==> src/rtl/xcorr_sched_pkg.sv <==
// xcorr_sched_pkg: shared state encoding and sizing helpers for the xcorr pair scheduler
package xcorr_sched_pkg;
  typedef enum logic [2:0] {IDLE, STREAM, COLLECT, EMIT, GAP, DONE} state_t;
  // Never returns zero so single-pair / tiny configurations still get a 1-bit field
  function automatic int clogb2(input int v);
    return (v <= 2) ? 1 : $clog2(v);
  endfunction
  function automatic int num_pairs(input int mics);
    return mics * (mics - 1) / 2;
  endfunction
  // Core emits lags -LAG..+LAG; result index k maps to lag k - LAG
  function automatic int num_results(input int lag);
    return 2 * lag + 1;
  endfunction
endpackage

==> src/rtl/xcorr_peak_finder.sv <==
// xcorr_peak_finder: signed running argmax; ties keep the earliest index
module xcorr_peak_finder #(
  parameter int VW = 32,
  parameter int IW = 5
) (
  input  logic                 clk,
  input  logic                 rst_n,
  input  logic                 clear,
  input  logic                 load,
  input  logic                 update,
  input  logic signed [VW-1:0] value,
  input  logic        [IW-1:0] index,
  output logic signed [VW-1:0] peak_val,
  output logic        [IW-1:0] peak_idx
);
  always_ff @(posedge clk or negedge rst_n)
    if (!rst_n) begin
      peak_val <= '0;
      peak_idx <= '0;
    end else if (clear) begin
      peak_val <= '0;
      peak_idx <= '0;
    end else if (load || (update && value > peak_val)) begin
      peak_val <= value;
      peak_idx <= index;
    end
endmodule

==> src/rtl/xcorr_pair_scheduler.sv <==
// xcorr_pair_scheduler: runs the shared xcorr core over every mic pair of a frame and reports each pair's peak lag
module xcorr_pair_scheduler
  import xcorr_sched_pkg::*;
#(
  parameter int W        = 16,
  parameter int N        = 1024,
  parameter int LAG      = 10,
  parameter int NUM_MICS = 4,
  parameter int TIMEOUT  = 4096
) (
  input  logic                                      clk,
  input  logic                                      rst_n,
  input  logic                                      frame_ready,
  output logic                                      buf_rd_en,
  output logic [clogb2(N)-1:0]                      buf_rd_addr,
  output logic [clogb2(NUM_MICS)-1:0]               mic_sel_x,
  output logic [clogb2(NUM_MICS)-1:0]               mic_sel_y,
  output logic                                      xc_start,
  input  logic signed [2*W-1:0]                     xc_result,
  input  logic                                      xc_complete,
  output logic [clogb2(num_pairs(NUM_MICS))-1:0]    pair_idx,
  output logic signed [clogb2(LAG)+1:0]             peak_lag,
  output logic signed [2*W-1:0]                     peak_val,
  output logic                                      peak_valid,
  output logic                                      busy,
  output logic                                      frame_done,
  output logic                                      err_timeout,
  output logic                                      err_overrun
);
  localparam int NP = num_pairs(NUM_MICS);
  localparam int NR = num_results(LAG);
  localparam int AW = clogb2(N);
  localparam int MW = clogb2(NUM_MICS);
  localparam int PW = clogb2(NP);
  localparam int LW = clogb2(LAG) + 2;
  localparam int KW = clogb2(NR);
  localparam int CW = clogb2(TIMEOUT);
  state_t st, nxt;
  logic [AW-1:0] addr;
  logic [CW-1:0] cyc;
  logic [KW-1:0] k, f_idx;
  logic [MW-1:0] mx, my;
  logic [PW-1:0] pair;
  logic gap, xc_q, hit, last_k, tmo, last_pair;
  logic signed [2*W-1:0] f_val, held_val;
  logic signed [LW-1:0] lag_c, held_lag;
  assign hit       = st == COLLECT && xc_complete && !xc_q;
  assign last_k    = k == KW'(NR - 1);
  assign tmo       = cyc == CW'(TIMEOUT - 1);
  assign last_pair = mx == MW'(NUM_MICS - 2) && my == MW'(NUM_MICS - 1);
  assign lag_c     = LW'(f_idx) - LW'(LAG);
  xcorr_peak_finder #(.VW(2 * W), .IW(KW)) u_peak (
    .clk      (clk),
    .rst_n    (rst_n),
    .clear    (st == IDLE && frame_ready),
    .load     (hit && k == '0),
    .update   (hit),
    .value    (xc_result),
    .index    (k),
    .peak_val (f_val),
    .peak_idx (f_idx)
  );
  always_ff @(posedge clk or negedge rst_n)
    if (!rst_n) st <= IDLE;
    else st <= nxt;
  always_comb begin
    nxt = st;
    case (st)
      IDLE:    nxt = frame_ready ? STREAM : IDLE;
      STREAM:  nxt = addr == AW'(N - 1) ? COLLECT : STREAM;
      COLLECT: nxt = hit && last_k ? EMIT : tmo ? GAP : COLLECT;
      EMIT:    nxt = GAP;
      GAP:     nxt = !gap ? GAP : last_pair ? DONE : STREAM;
      DONE:    nxt = IDLE;
      default: nxt = IDLE;
    endcase
    buf_rd_en   = st == STREAM;
    buf_rd_addr = addr;
    busy        = st != IDLE;
    frame_done  = st == DONE;
    peak_valid  = st == EMIT;
    // Hold the core until sample 0 arrives, one cycle behind address 0
    xc_start    = !((st == STREAM && addr != '0) || st == COLLECT || st == EMIT);
    mic_sel_x   = mx;
    mic_sel_y   = my;
    pair_idx    = pair;
    peak_val    = st == EMIT ? f_val : held_val;
    peak_lag    = st == EMIT ? lag_c : held_lag;
  end
  always_ff @(posedge clk or negedge rst_n)
    if (!rst_n) begin
      xc_q        <= 1'b0;
      addr        <= '0;
      cyc         <= '0;
      k           <= '0;
      gap         <= 1'b0;
      mx          <= '0;
      my          <= '0;
      pair        <= '0;
      held_val    <= '0;
      held_lag    <= '0;
      err_timeout <= 1'b0;
      err_overrun <= 1'b0;
    end else begin
      xc_q <= xc_complete;
      addr <= st == STREAM && addr != AW'(N - 1) ? addr + AW'(1) : '0;
      cyc  <= st == COLLECT ? cyc + CW'(1) : '0;
      k    <= st == COLLECT ? k + KW'(hit) : '0;
      gap  <= st == GAP && !gap;
      if (st == IDLE && frame_ready) begin
        err_timeout <= 1'b0;
        err_overrun <= 1'b0;
        pair        <= '0;
        mx          <= '0;
        my          <= MW'(1);
      end else if (frame_ready) err_overrun <= 1'b1;
      if (st == COLLECT && tmo && !(hit && last_k)) err_timeout <= 1'b1;
      if (st == EMIT) begin
        held_val <= f_val;
        held_lag <= lag_c;
      end
      // Nested pair counters: y sweeps above x, then x advances and y restarts at x+1
      if (st == GAP && gap && !last_pair) begin
        pair <= pair + PW'(1);
        mx   <= my == MW'(NUM_MICS - 1) ? mx + MW'(1) : mx;
        my   <= my == MW'(NUM_MICS - 1) ? mx + MW'(2) : my + MW'(1);
      end
    end
endmodule

==> config.mk <==
export PLATFORM = sky130hd
export DESIGN_NAME = xcorr_pair_scheduler
export DESIGN_NICKNAME = d
export VERILOG_FILES = /design/src/rtl/xcorr_sched_pkg.sv /design/src/rtl/xcorr_peak_finder.sv /design/src/rtl/xcorr_pair_scheduler.sv
export SDC_FILE = /design/constraint.sdc
export NUM_CORES = 1
export LEC_CHECK = 0
export BUFFER_PORTS_ARGS = -buffer_cell sky130_fd_sc_hd__buf_2
export CAP_MARGIN = 20
export CORE_UTILIZATION = 40
export CTS_BUF_LIST = sky130_fd_sc_hd__clkbuf_4 sky130_fd_sc_hd__clkbuf_8 sky130_fd_sc_hd__clkbuf_16
export CTS_CLUSTER_DIAMETER = 50
export DETAILED_ROUTE_END_ITERATION = 8
export GPL_ROUTABILITY_DRIVEN = 0
export GPL_TIMING_DRIVEN = 0
export PLACE_DENSITY = 0.67
export SLEW_MARGIN = 25
export SYNTH_ARGS = -nofsm -noshare
export SYNTH_HDL_FRONTEND = slang
export SYNTH_SLANG_ARGS = --single-unit
export TNS_END_PERCENT = 30
==> constraint.sdc <==
create_clock -name clk -period 3.1 [get_ports clk]
set_clock_uncertainty 0.1 [all_clocks]
set_input_delay 0.31 -clock clk [delete_from_list [all_inputs] [get_ports clk]]
set_output_delay 0.31 -clock clk [all_outputs]
set_load 0.01 [all_outputs]
* Word level (Yosys, flattened, before mapping) *
Index checks and enable logic that the tools add are counted.
W data, S select, Z words.

word-level totals
  memory bits (read-only) = 0
  RAM bits = 0
  output and inout port bits = 62
  word-level logic and storage cells = 95
  input port bits = 36
  memories = 0
  register bits = 116
  latch bits = 0

cells by class
  eq/ne operators = 12
  muxes and demuxes = 28
  divide/modulo/power cells = 0
  shift operators = 0
  $lt $le $gt $ge = 1
  reductions and logical operators = 31
  $mul = 0
  add/subtract/negate cells = 8
  bitwise operators = 0

operators with widths
  operator                 number
  $mux W32                 3
  $gt A32 B32 Y1           1
  $mux W3                  6
  $mux W5                  3
  $pmux W3 S5              1
  $logic_and A1 B1 Y1      14
  $mux W2                  7
  $add A12 B1 Y12 const B  1
  $eq A12 B12 Y1 const B   1
  $mux W12                 1
  $add A10 B1 Y10 const B  1
  $eq A10 B10 Y1 const B   1
  $mux W10                 1
  $ne A10 B10 Y1 const B   1
  $reduce_bool A10 Y1      1
  $reduce_bool A2 Y1       4
  $eq A3 B2 Y1 const B     2
  $eq A3 B3 Y1 const B     2
  $mux W6                  1
  $sub A5 B4 Y6 const B    1
  $add A5 B1 Y5            1
  $eq A5 B5 Y1 const B     1
  $logic_not A1 Y1         5
  $logic_not A5 Y1         1
  11 further kinds         19

* Longest topological paths before layout *
Gate-level depths: netlist of run 1.

  word-level depth = 7
  depth in mapped cells = 10
  gate-level depth less buffers = 9

* Cells and area by module *
From an unflattened synthesis of run 1, not the netlist that was laid out.

unflattened totals
  cells, all modules = 532
  area, all modules = 5,928.2 um2

modules (own cells, without submodules)
  module                cells an instance  area an instance (um2)  instances  seq. area each (um2)
  xcorr_pair_scheduler  294                3,473.3                 1          1,976.9
  xcorr_peak_finder     238                2,454.9                 1          925.9

* Least setup slack after synthesis of run 1 *
No wires, ideal clock.

  kind = register to register
  start = reg u_peak.peak_val[17]
  end = reg u_peak.peak_val[10]
  data arrival time = 2.350 ns
  setup time = 0.125 ns
  cell stages (with the launch flop) = 11
  buffers on the path = 1
  slack = 0.525 ns
  required time = 2.875 ns
  clock period less this slack = 2.575 ns
  path through = dfrtp_1 > inv_1 > ha_1 > a21oi_2 > o21ai_1 > a211oi_2 > o211ai_1 > a211o_1 > o21ai_4 > buf_12 > mux2_4

between the ends
  cells in the longest elaborated chain, start to end = 4

ends and longest elaborated chain
  what                                 RTL line                 text
  from (decl)                          xcorr_peak_finder.sv:13  output logic signed [VW-1:0] peak_val,
  from (signal assigned)               xcorr_peak_finder.sv:24  peak_val <= value;
  $gt A32 B32 Y1                       xcorr_peak_finder.sv:23  end else if (load || (update && value > peak_val)) begin
  $logic_and A1 B1 Y1                  xcorr_peak_finder.sv:23
  $logic_or A1 B1 Y1                   xcorr_peak_finder.sv:23
  $reduce_bool A2 Y1 (no source line)  --

Every way passes these cells.
A chain may end at the register's enable or synchronous reset.

* Worst setup path after layout of run 1 *
  start = reg st[2]
  end = out peak_val[21]

between the ends
  cells in the longest elaborated chain, start to end = 2

ends and longest elaborated chain
  what                    RTL line                    text
  from (decl)             xcorr_pair_scheduler.sv:38  state_t st, nxt;
  from (signal assigned)  xcorr_pair_scheduler.sv:65  else st <= nxt;
  $eq A3 B2 Y1            xcorr_pair_scheduler.sv:87  peak_val = st == EMIT ? f_val : held_val;
  $mux W32                xcorr_pair_scheduler.sv:87
  to (decl)               xcorr_pair_scheduler.sv:23  output logic signed [2*W-1:0] peak_val,

Every way passes these cells.

==> results of run 1 <==
-- final cells by class --
cell class	instances	area, sq um
Fill cell	1250	6770
Sequential cell	116	2900
Multi-Input combinational cell	376	2620
Timing Repair Buffer	99	534
Clock buffer	20	467
Tap cell	180	225
Clock inverter	12	224
Inverter	45	169
Buffer	21	125
-- worst min-delay path by stage --
stage                   from                        endpoint  slack (ns)
2_1_floorplan          rst_n        buf_rd_addr[0]$_DFF_PN0_       -0.09
3_3_place_gp   gap$_DFF_PN0_                   gap$_DFF_PN0_        0.33
3_5_place_dp           rst_n          held_val[10]$_DFF_PN0_        0.16
4_1_cts         xc_result[9]  u_peak.peak_val[9]$_DFFE_PN0P_        0.02
5_1_grt         xc_result[7]  u_peak.peak_val[7]$_DFFE_PN0P_        0.03
6_report        xc_result[9]  u_peak.peak_val[9]$_DFFE_PN0P_        0.03
-- worst reg2reg max path: stages (launching register included) --
cell                       delay (ns)
sky130_fd_sc_hd__dfrtp_1         0.35
sky130_fd_sc_hd__inv_1           0.09
sky130_fd_sc_hd__ha_1            0.25
sky130_fd_sc_hd__a21oi_1         0.15
sky130_fd_sc_hd__nor2_1          0.07
sky130_fd_sc_hd__a211oi_1        0.28
sky130_fd_sc_hd__o211ai_1        0.17
sky130_fd_sc_hd__a211o_1         0.37
sky130_fd_sc_hd__o21ai_4         0.40
sky130_fd_sc_hd__buf_12          0.21
sky130_fd_sc_hd__mux2_4          0.30
-- power breakdown --
part           internal, mW  switching [mW]
combinational         0.215           0.279
clock                  1.57           0.699
sequential             1.59          0.0577
-- per-stage QoR --
stage	worst slack [ns]	utilization, %	hold slack (ns)
after detailed placement	0.185	46.7	0.161
after global routing	0.000259	51.8	0.0324
after CTS	0.0968	51.7	0.0243
after floorplan	0.525	-	-0.0856
final	0.212	51.8	0.0321
after global placement	0.205	46.4	0.333
-- Yosys cell counts, drive strengths merged (2+ instances only) --
master / n
a211oi: 3
a21oi: 46
a22o: 2
and2: 5
and3: 8
buf: 6
clkbuf: 15
dfrtp: 116
ha: 41
inv: 45
mux2: 33
nand2: 71
nand3: 14
nand4: 10
nor2: 37
nor2b: 3
nor3: 3
nor4: 3
o211ai: 3
o21ai: 49
o2bb2ai: 5
xnor2: 9
xor2: 14
-- cells by family after synthesis --
group	share of synthesized area (%)
and+or+nand+nor	12.7
muxes	8.12
adders and majority gates	8.83
xor gates and xnor gates	3.47
AOI/OAI and AO/OA	11.9
buffers and inverters	5.02
DFF	49.9
-- timing repair --
| item | 4_1_cts | 5_1_grt |
|---|---|---|
| hold buffers | 2 | 0 |
| hold endpoints to repair | 44 | 0 |
| endpoints found under the setup margin | 0 | 11 |
| resized for setup | 0 | 3 |
-- sequential cells by signal, indices dropped and copies added (netlist names) --
register,count
held_lag,6
mic_sel_x,2
gap,1
st,3
u_peak.peak_val,32
err_overrun,1
xc_q,1
pair_idx,3
err_timeout,1
mic_sel_y,2
cyc,12
held_val,32
k,5
u_peak.peak_idx,5
buf_rd_addr,10
-- layer usage --
metal,part of all wire [%],global-route usage (%),up-vias
li1,-,-,2149
met1,44,23.0,2172
met2,50,31.6,78
met3,4.1,5.39,21
met4,1.9,7.16,0
met5,0,0,-
==> results, run 1 <==
- Max-cap violations in this run came to 0.
- The first global-routing pass estimated 21.3 mm of wire.
- Counting the buffers created by CTS gives 17.
- The kind of cell with the highest combined delay along the critical path is buffers and inverters.
- The count of mapped cells out of synthesis is 558.
- The count of endpoints failing hold in the final timing report is 0.
- The HPWL after detailed placement is 9.67 mm.
- The buffer depth of the longest clock path is 2.
- In the synthesized netlist the async set-or-reset flop fraction comes to 100%.
- The power density over the cells is 607 nW/um^2.
- In this run the number of cells on the critical path is 7.
- The H-tree was split into 4 levels.
- Measured against its own limit, the worst slew margin works out to 49.2%.
- The initial antenna violation count came to 0.
- The slew at the pin closest to its max-slew limit is 0.752 ns.
- Among all stages on the critical path, the largest delay is contributed by sky130_fd_sc_hd__dfrtp_1.
- The commonest register cell after synthesis is sky130_fd_sc_hd__dfrtp_1.
- The via count of the first global-routing pass is 4384.
- The post-CTS setup repair buffer count is 0.
- Summed over all failing endpoints, the final setup total negative slack is 0 ns.
- The worst setup path startpoint is st[2]$_DFF_PN0_.
- The startpoint identified for the worst register-to-register timing path is u_peak.peak_val[25]$_DFFE_PN0P_.
- Measured along the x axis, the die boundary spans 123 microns.
- In the layout the commonest cells are sky130_fd_sc_hd__dfrtp_1, sky130_fd_sc_hd__buf_2, sky130_fd_sc_hd__nand2_1, sky130_fd_sc_hd__o21ai_0, sky130_fd_sc_hd__inv_1.
- The setup slack of the most critical reg-to-reg path is 0.24 ns.
- The delay of the slowest critical-path stage is 0.48 ns.
- The critical path arrival is 2.48 ns.
- The number of cells on the worst reg-to-reg path is 10.
- The signal on the critical path passes through nor2b_1, nand2_1, clkbuf_1, buf_1, nand2_1, o21ai_0, buf_2.
- The detailed router placed 4420 vias in this run.
- The hold path depth is 2.
- The number of storage elements in the synthesis netlist is 116.
- The synthesized design spends more area on one cell type than any other, namely sky130_fd_sc_hd__dfrtp_1.
- The die area is 15000 sq um.
- The later pin in the worst-skew pair is clocked with a latency of 0.42 ns.
- Entering global routing, the biggest net connects 74 pins.
- The number of pins exceeding their max-slew limit in the final report is 0.
- Summed over all cells, the static leakage comes to 3.56 nW.
- Of all nets on the critical path, the largest fanout is 10.
- The post-layout minimum cycle time is 2.89 ns.
- The placed instance area is 6550 sq um.
- The routed design has 13.3 mm of wire.
- The initial cell density of the core is 41.4%.
- The startpoint type of the worst setup path is a flop.
- The flow ran to the end, and the final reports show no timing, DRC or antenna violations.
- The count of nets left with antenna violations once routing finished came out at 0.
- The class of the worst hold path is in2reg.
- The number of primary I/O pins is 98.
- The area growth from synthesis to layout is 25.1%.
- The count of routing violations after the opening detailed-route iteration is 212.
- The number of standard cells in the layout, taps in and fillers out is 869.
- IR analysis of the VDD net gives a maximum drop of 0.404 mV.
- The residual DRC count is 0.
- The critical path in this run is classified as reg2out.
- Summed over all layers, the global routing overflow is 0.
- The port buffer count is 96.
- With fillers left out, the area of the finished cells amounts to 7270 sq um.
- Using the TritonRoute via totals, the vias-per-cell ratio works out to 5.09.
- The library cell appearing most often on the critical path is sky130_fd_sc_hd__nand2_1.
- The post-detailed-route wirelength per cell is 15.3 microns.
- TritonCTS built the clock tree.
- The end of the critical path is peak_val[21].
- Of the available clock period, the critical path in the final layout requires 93.2%.
- The length of the first detailed-routing pass in iterations is 4.
- The number of synthesized flops with an enable pin is 0.
- The completed layout was analyzed and its total power is 4.41 mW.
- The floorplan row count is 43.
- The total global-route track usage is 18.9%.
- The tree is rooted in a sky130_fd_sc_hd__clkbuf_16.
- The net count of the finished layout is 753.
- The critical path contains buffers and inverters numbering 3 combined.
- After synthesis, the largest area contributor takes up 49.9% of total cell area.
- After clock tree synthesis, the clock-pin slew on the worst setup and hold paths is 0.06 ns.
- The fraction of final layout cells with drive strength greater than 1 is 25.7%.
- The sort of element at the end of the critical path is a primary output.
- The final count of negative-setup-slack endpoints is 0.
- The placed cell count is 835.
- The required time at the endpoint of the critical path is 2.69 ns.
- The die is 123 microns tall.
- The maximum clock rate is 0.346 GHz.
- The library cell used most frequently in the layout, excluding fill and tap cells, is sky130_fd_sc_hd__dfrtp_1.
- 0 antenna diodes ended up in the layout.
- Sorting the synthesized cells by area gives the leading types as sky130_fd_sc_hd__dfrtp_1, sky130_fd_sc_hd__ha_1, sky130_fd_sc_hd__mux2_4.
- Setup repair after global routing left no endpoint under its margin.
- The summed instance area of the synthesized netlist is 5810 sq um.
- The number of nets produced by synthesis is 635.
- For this run, the register share of the synthesized area comes to 49.9%.
- The number of clock sinks seen by CTS is 116.
- The number of library cell types mapped by synthesis is 48.
- For this run, the number of Yosys warnings is 0.
- The endpoint of the lowest-slack register-to-register path is u_peak.peak_val[23]$_DFFE_PN0P_.
- The synthesized area divided by synthesized cell count is 10.4 sq um.
- In this run the standard cell core region covers 14000 sq um.
(Power assumes the default switching activity.)
==> inputs of run 2 (changes only) <==
--- a/config.mk
+++ b/config.mk
@@ -12,7 +12,6 @@
 export CTS_CLUSTER_DIAMETER = 50
 export DETAILED_ROUTE_END_ITERATION = 8
 export GPL_ROUTABILITY_DRIVEN = 0
-export GPL_TIMING_DRIVEN = 0
 export PLACE_DENSITY = 0.67
 export SLEW_MARGIN = 25
 export SYNTH_ARGS = -nofsm -noshare
==> results, run 2 (synthesis gave the netlist of run 1 again) <==
- The highest net fanout along the worst path came to 30 (+20).
- The reported leakage power is 3.56 nW (-0.15%).
- The top cell types in the final layout, fill and taps aside, are sky130_fd_sc_hd__dfrtp_1, sky130_fd_sc_hd__buf_2, sky130_fd_sc_hd__nand2_1, sky130_fd_sc_hd__o21ai_0, sky130_fd_sc_hd__inv_1.
- The critical path arrival was 2.95 ns (+0.47 ns).
- The placed cell count is 823 (-1.4%).
- The HPWL after detailed placement is 9.28 mm (-4.0%).
- The number of standard cells in the layout, taps in and fillers out was 857 (-1.4%).
- The fraction of the core area covered by cells at the end of the flow was 51.1% (-0.62 points).
- The count of routing violations after the opening detailed-route iteration is 343 (+62%).
- The portion of total power attributed to combinational logic is 11.2% (about the same).
- The total core area came to 14000 sq um (unchanged).
- The max-capacitance violation count is 0 (unchanged).
- The maximum clock rate is 0.362 GHz (+4.7%).
- The instance count on the critical path was 10 (+3).
- The total detailed-routing wirelength was 12.8 mm (-3.1%).
- The final global-route overflow total came to 0 (unchanged).
- The die area is 15000 sq um (unchanged).
- The number of inserted diodes is 0 (unchanged).
- The clock root buffer is sky130_fd_sc_hd__clkbuf_16.
- The chip width is 123 microns (unchanged).
- The worst hold path belongs to the class in2reg.
- The number of primary I/O pins was 98 (unchanged).
- The power density over the cells is 607 nW/um^2 (about the same).
- The max-slew headroom at the worst pin is 53.0% (+3.8 points).
- The part of the cycle the worst path needs came to 89.0% (-4.2 points).
- The via count of the first global-routing pass came to 4385 (+0.023%).
- The residual DRC count was 0 (unchanged).
- The initial antenna violation count came to 0 (unchanged).
- The top cell family by delay on the critical path is compound AO/OA/AOI/OAI gates.
- The worst setup path is of the reg2reg kind.
- The length of the first detailed-routing pass in iterations was 4 (unchanged).
- The buffer depth of the longest clock path was 2 (unchanged).
- The net count of the finished layout is 741 (-1.6%).
- The wire length of the first global-routing pass is 21.4 mm (+0.61%).
- The clock edge transition at the registers on the reported setup and hold paths is 0.05 ns (about the same).
- The cell-internal power is 3.36 mW (-0.40%).
- The maximum resistive drop on vdd is 0.591 mV (+46%).
- The hold path depth came to 2 (unchanged).
- The area growth from synthesis to layout is 23.6%.
- The later-pin clock latency in the skew report is 0.41 ns (about the same).
- The startpoint type of the worst setup path is a flop.
- The port buffer count is 97 (+1.0%).
- The switching power share of the total is 22.9% (-0.59 points).
- The die extent in y is 123 microns (unchanged).
- The maximum number of pins on one net before global-route repair is 46 (-38%).
- The run finished with clean final reports.
- The number of cells on the worst reg-to-reg path is 10 (unchanged).
- The power consumption is 4.36 mW (-1.2%).
- The largest individual stage delay along the critical path comes from the cell sky130_fd_sc_hd__mux2_2.
- The vias after detailed routing came to 4397 (-0.52%).
- The floorplan row count was 43 (unchanged).
- The clock tree from TritonCTS is built.
- The number of clock sinks seen by CTS is 116 (unchanged).
- The source of the worst register-to-register timing path is u_peak.peak_val[25]$_DFFE_PN0P_.
- The combined buffer and inverter count along the critical path came to 2 (-1).
- The worst setup path is captured at a flop.
- The clock buffer count from CTS came to 17 (unchanged).
- The post-layout minimum cycle time came to 2.76 ns (-0.129 ns).
- The sum of negative setup slack was 0 ns (unchanged).
- The final worst hold slack is 0.0577 ns (+0.0256 ns).
- The total global-route track usage is 18.8% (-0.082 points).
- The slew at the pin closest to its max-slew limit came to 0.704 ns (-0.0473 ns).
- The library cell used most frequently in the layout, excluding fill and tap cells, is sky130_fd_sc_hd__dfrtp_1.
- Tracing the worst setup path back leads to its startpoint at u_peak.peak_val[25]$_DFFE_PN0P_.
- The number of pins exceeding their max-slew limit in the final report came to 0 (unchanged).
- The number of nets still failing antenna checks after routing is 0 (unchanged).
- The signal on the critical path passes through inv_1, ha_1, a21oi_1, nor2_1, a211oi_1, o211ai_1, a211o_1, o21ai_4, buf_12, mux2_2.
- The required time at the endpoint of the critical path is 3.29 ns (+0.60 ns).
- The count of endpoints failing hold in the final timing report is 0 (unchanged).
- The clock group share of total power came to 51.0% (-0.5 points).
- The total net switching power is 0.998 mW (-3.6%).
- The delay of the slowest critical-path stage is 0.37 ns (-0.11 ns).
- The final count of negative-setup-slack endpoints was 0 (unchanged).
- Setup repair after global routing left no endpoint under its margin.
- The CTS H-tree depth is 4 (unchanged).
- The initial cell density of the core is 41.4% (unchanged).
- The largest registers in the layout are held_val: 32 flops, u_peak.peak_val: 32 flops, cyc: 12 flops.
- The beginning of the worst hold path is xc_result[25].
- The post-detailed-route wirelength per cell came to 15.0 microns (-1.7%).
- The portion of total power attributed to sequential cells came to 37.8% (+0.5 points).
- The via-per-instance ratio is 5.13 (+0.87%).
- The fraction of final layout cells with drive strength greater than 1 is 26.9% (+1.2 points).
-- run 2: path summary, 6_finish.rpt --
| check | slack [ns] | to |
|---|---|---|
| hold / removal | 0.06 | u_peak.peak_val[25]$_DFFE_PN0P_ |
| setup reg to reg | 0.34 | u_peak.peak_val[3]$_DFFE_PN0P_ |
| setup / recovery | 0.34 | u_peak.peak_val[3]$_DFFE_PN0P_ |
| max in group asynchronous | 1.69 | cyc[8]$_DFF_PN0_ |
| hold reg to reg | 0.36 | gap$_DFF_PN0_ |
| min in group asynchronous | 0.35 | held_val[12]$_DFF_PN0_ |
-- run 2: per-stage QoR --
step           area [sq um]  setup WS, ns
5_1_grt                7180         0.106
3_5_place_dp           6490         0.309
3_3_place_gp           6490         0.371
2_1_floorplan          5810         0.525
4_1_cts                7180         0.330
6_report               7180         0.340
-- run 2: power by group through the flow --
stage | registers (mW) | clock network [mW] | logic [mW]
global placement | 1.67 | 0 | 0.470
detailed placement | 1.67 | 0 | 0.487
floorplan | 1.67 | 0 | 0.297
global route | 1.66 | 2.34 | 0.553
CTS | 1.65 | 2.26 | 0.493
finish | 1.65 | 2.22 | 0.489
-- run 2: cell type report --
type	count	area, sq um
clock buffers	22	469
fillers	1229	6860
flip-flops and latches	116	2900
well taps	180	225
repair buffers	108	588
inverters	45	169
clock inverters	10	203
multi-input cells	376	2630
-- run 2: worst register-to-register path, stage by stage, from the launching register on --
cell	delay (ns)
sky130_fd_sc_hd__dfrtp_1	0.36
sky130_fd_sc_hd__inv_1	0.09
sky130_fd_sc_hd__ha_1	0.25
sky130_fd_sc_hd__a21oi_1	0.15
sky130_fd_sc_hd__nor2_1	0.06
sky130_fd_sc_hd__a211oi_1	0.28
sky130_fd_sc_hd__o211ai_1	0.18
sky130_fd_sc_hd__a211o_1	0.36
sky130_fd_sc_hd__o21ai_4	0.17
sky130_fd_sc_hd__buf_12	0.25
sky130_fd_sc_hd__mux2_2	0.39
-- run 2: routing by layer --
metal	part of all wire [%]	wire length (microns)	GRT usage (%)
met1	45	5760	23.2
met2	50	6450	30.8
met3	3.7	475	5.99
met4	1.2	155	6.71
met5	0	0	0
-- run 2: timing repair --
item	4_1_cts	5_1_grt
endpoints found under the hold margin	43	0
hold buffers	2	0
setup buffers	0	0
resized for setup	0	0
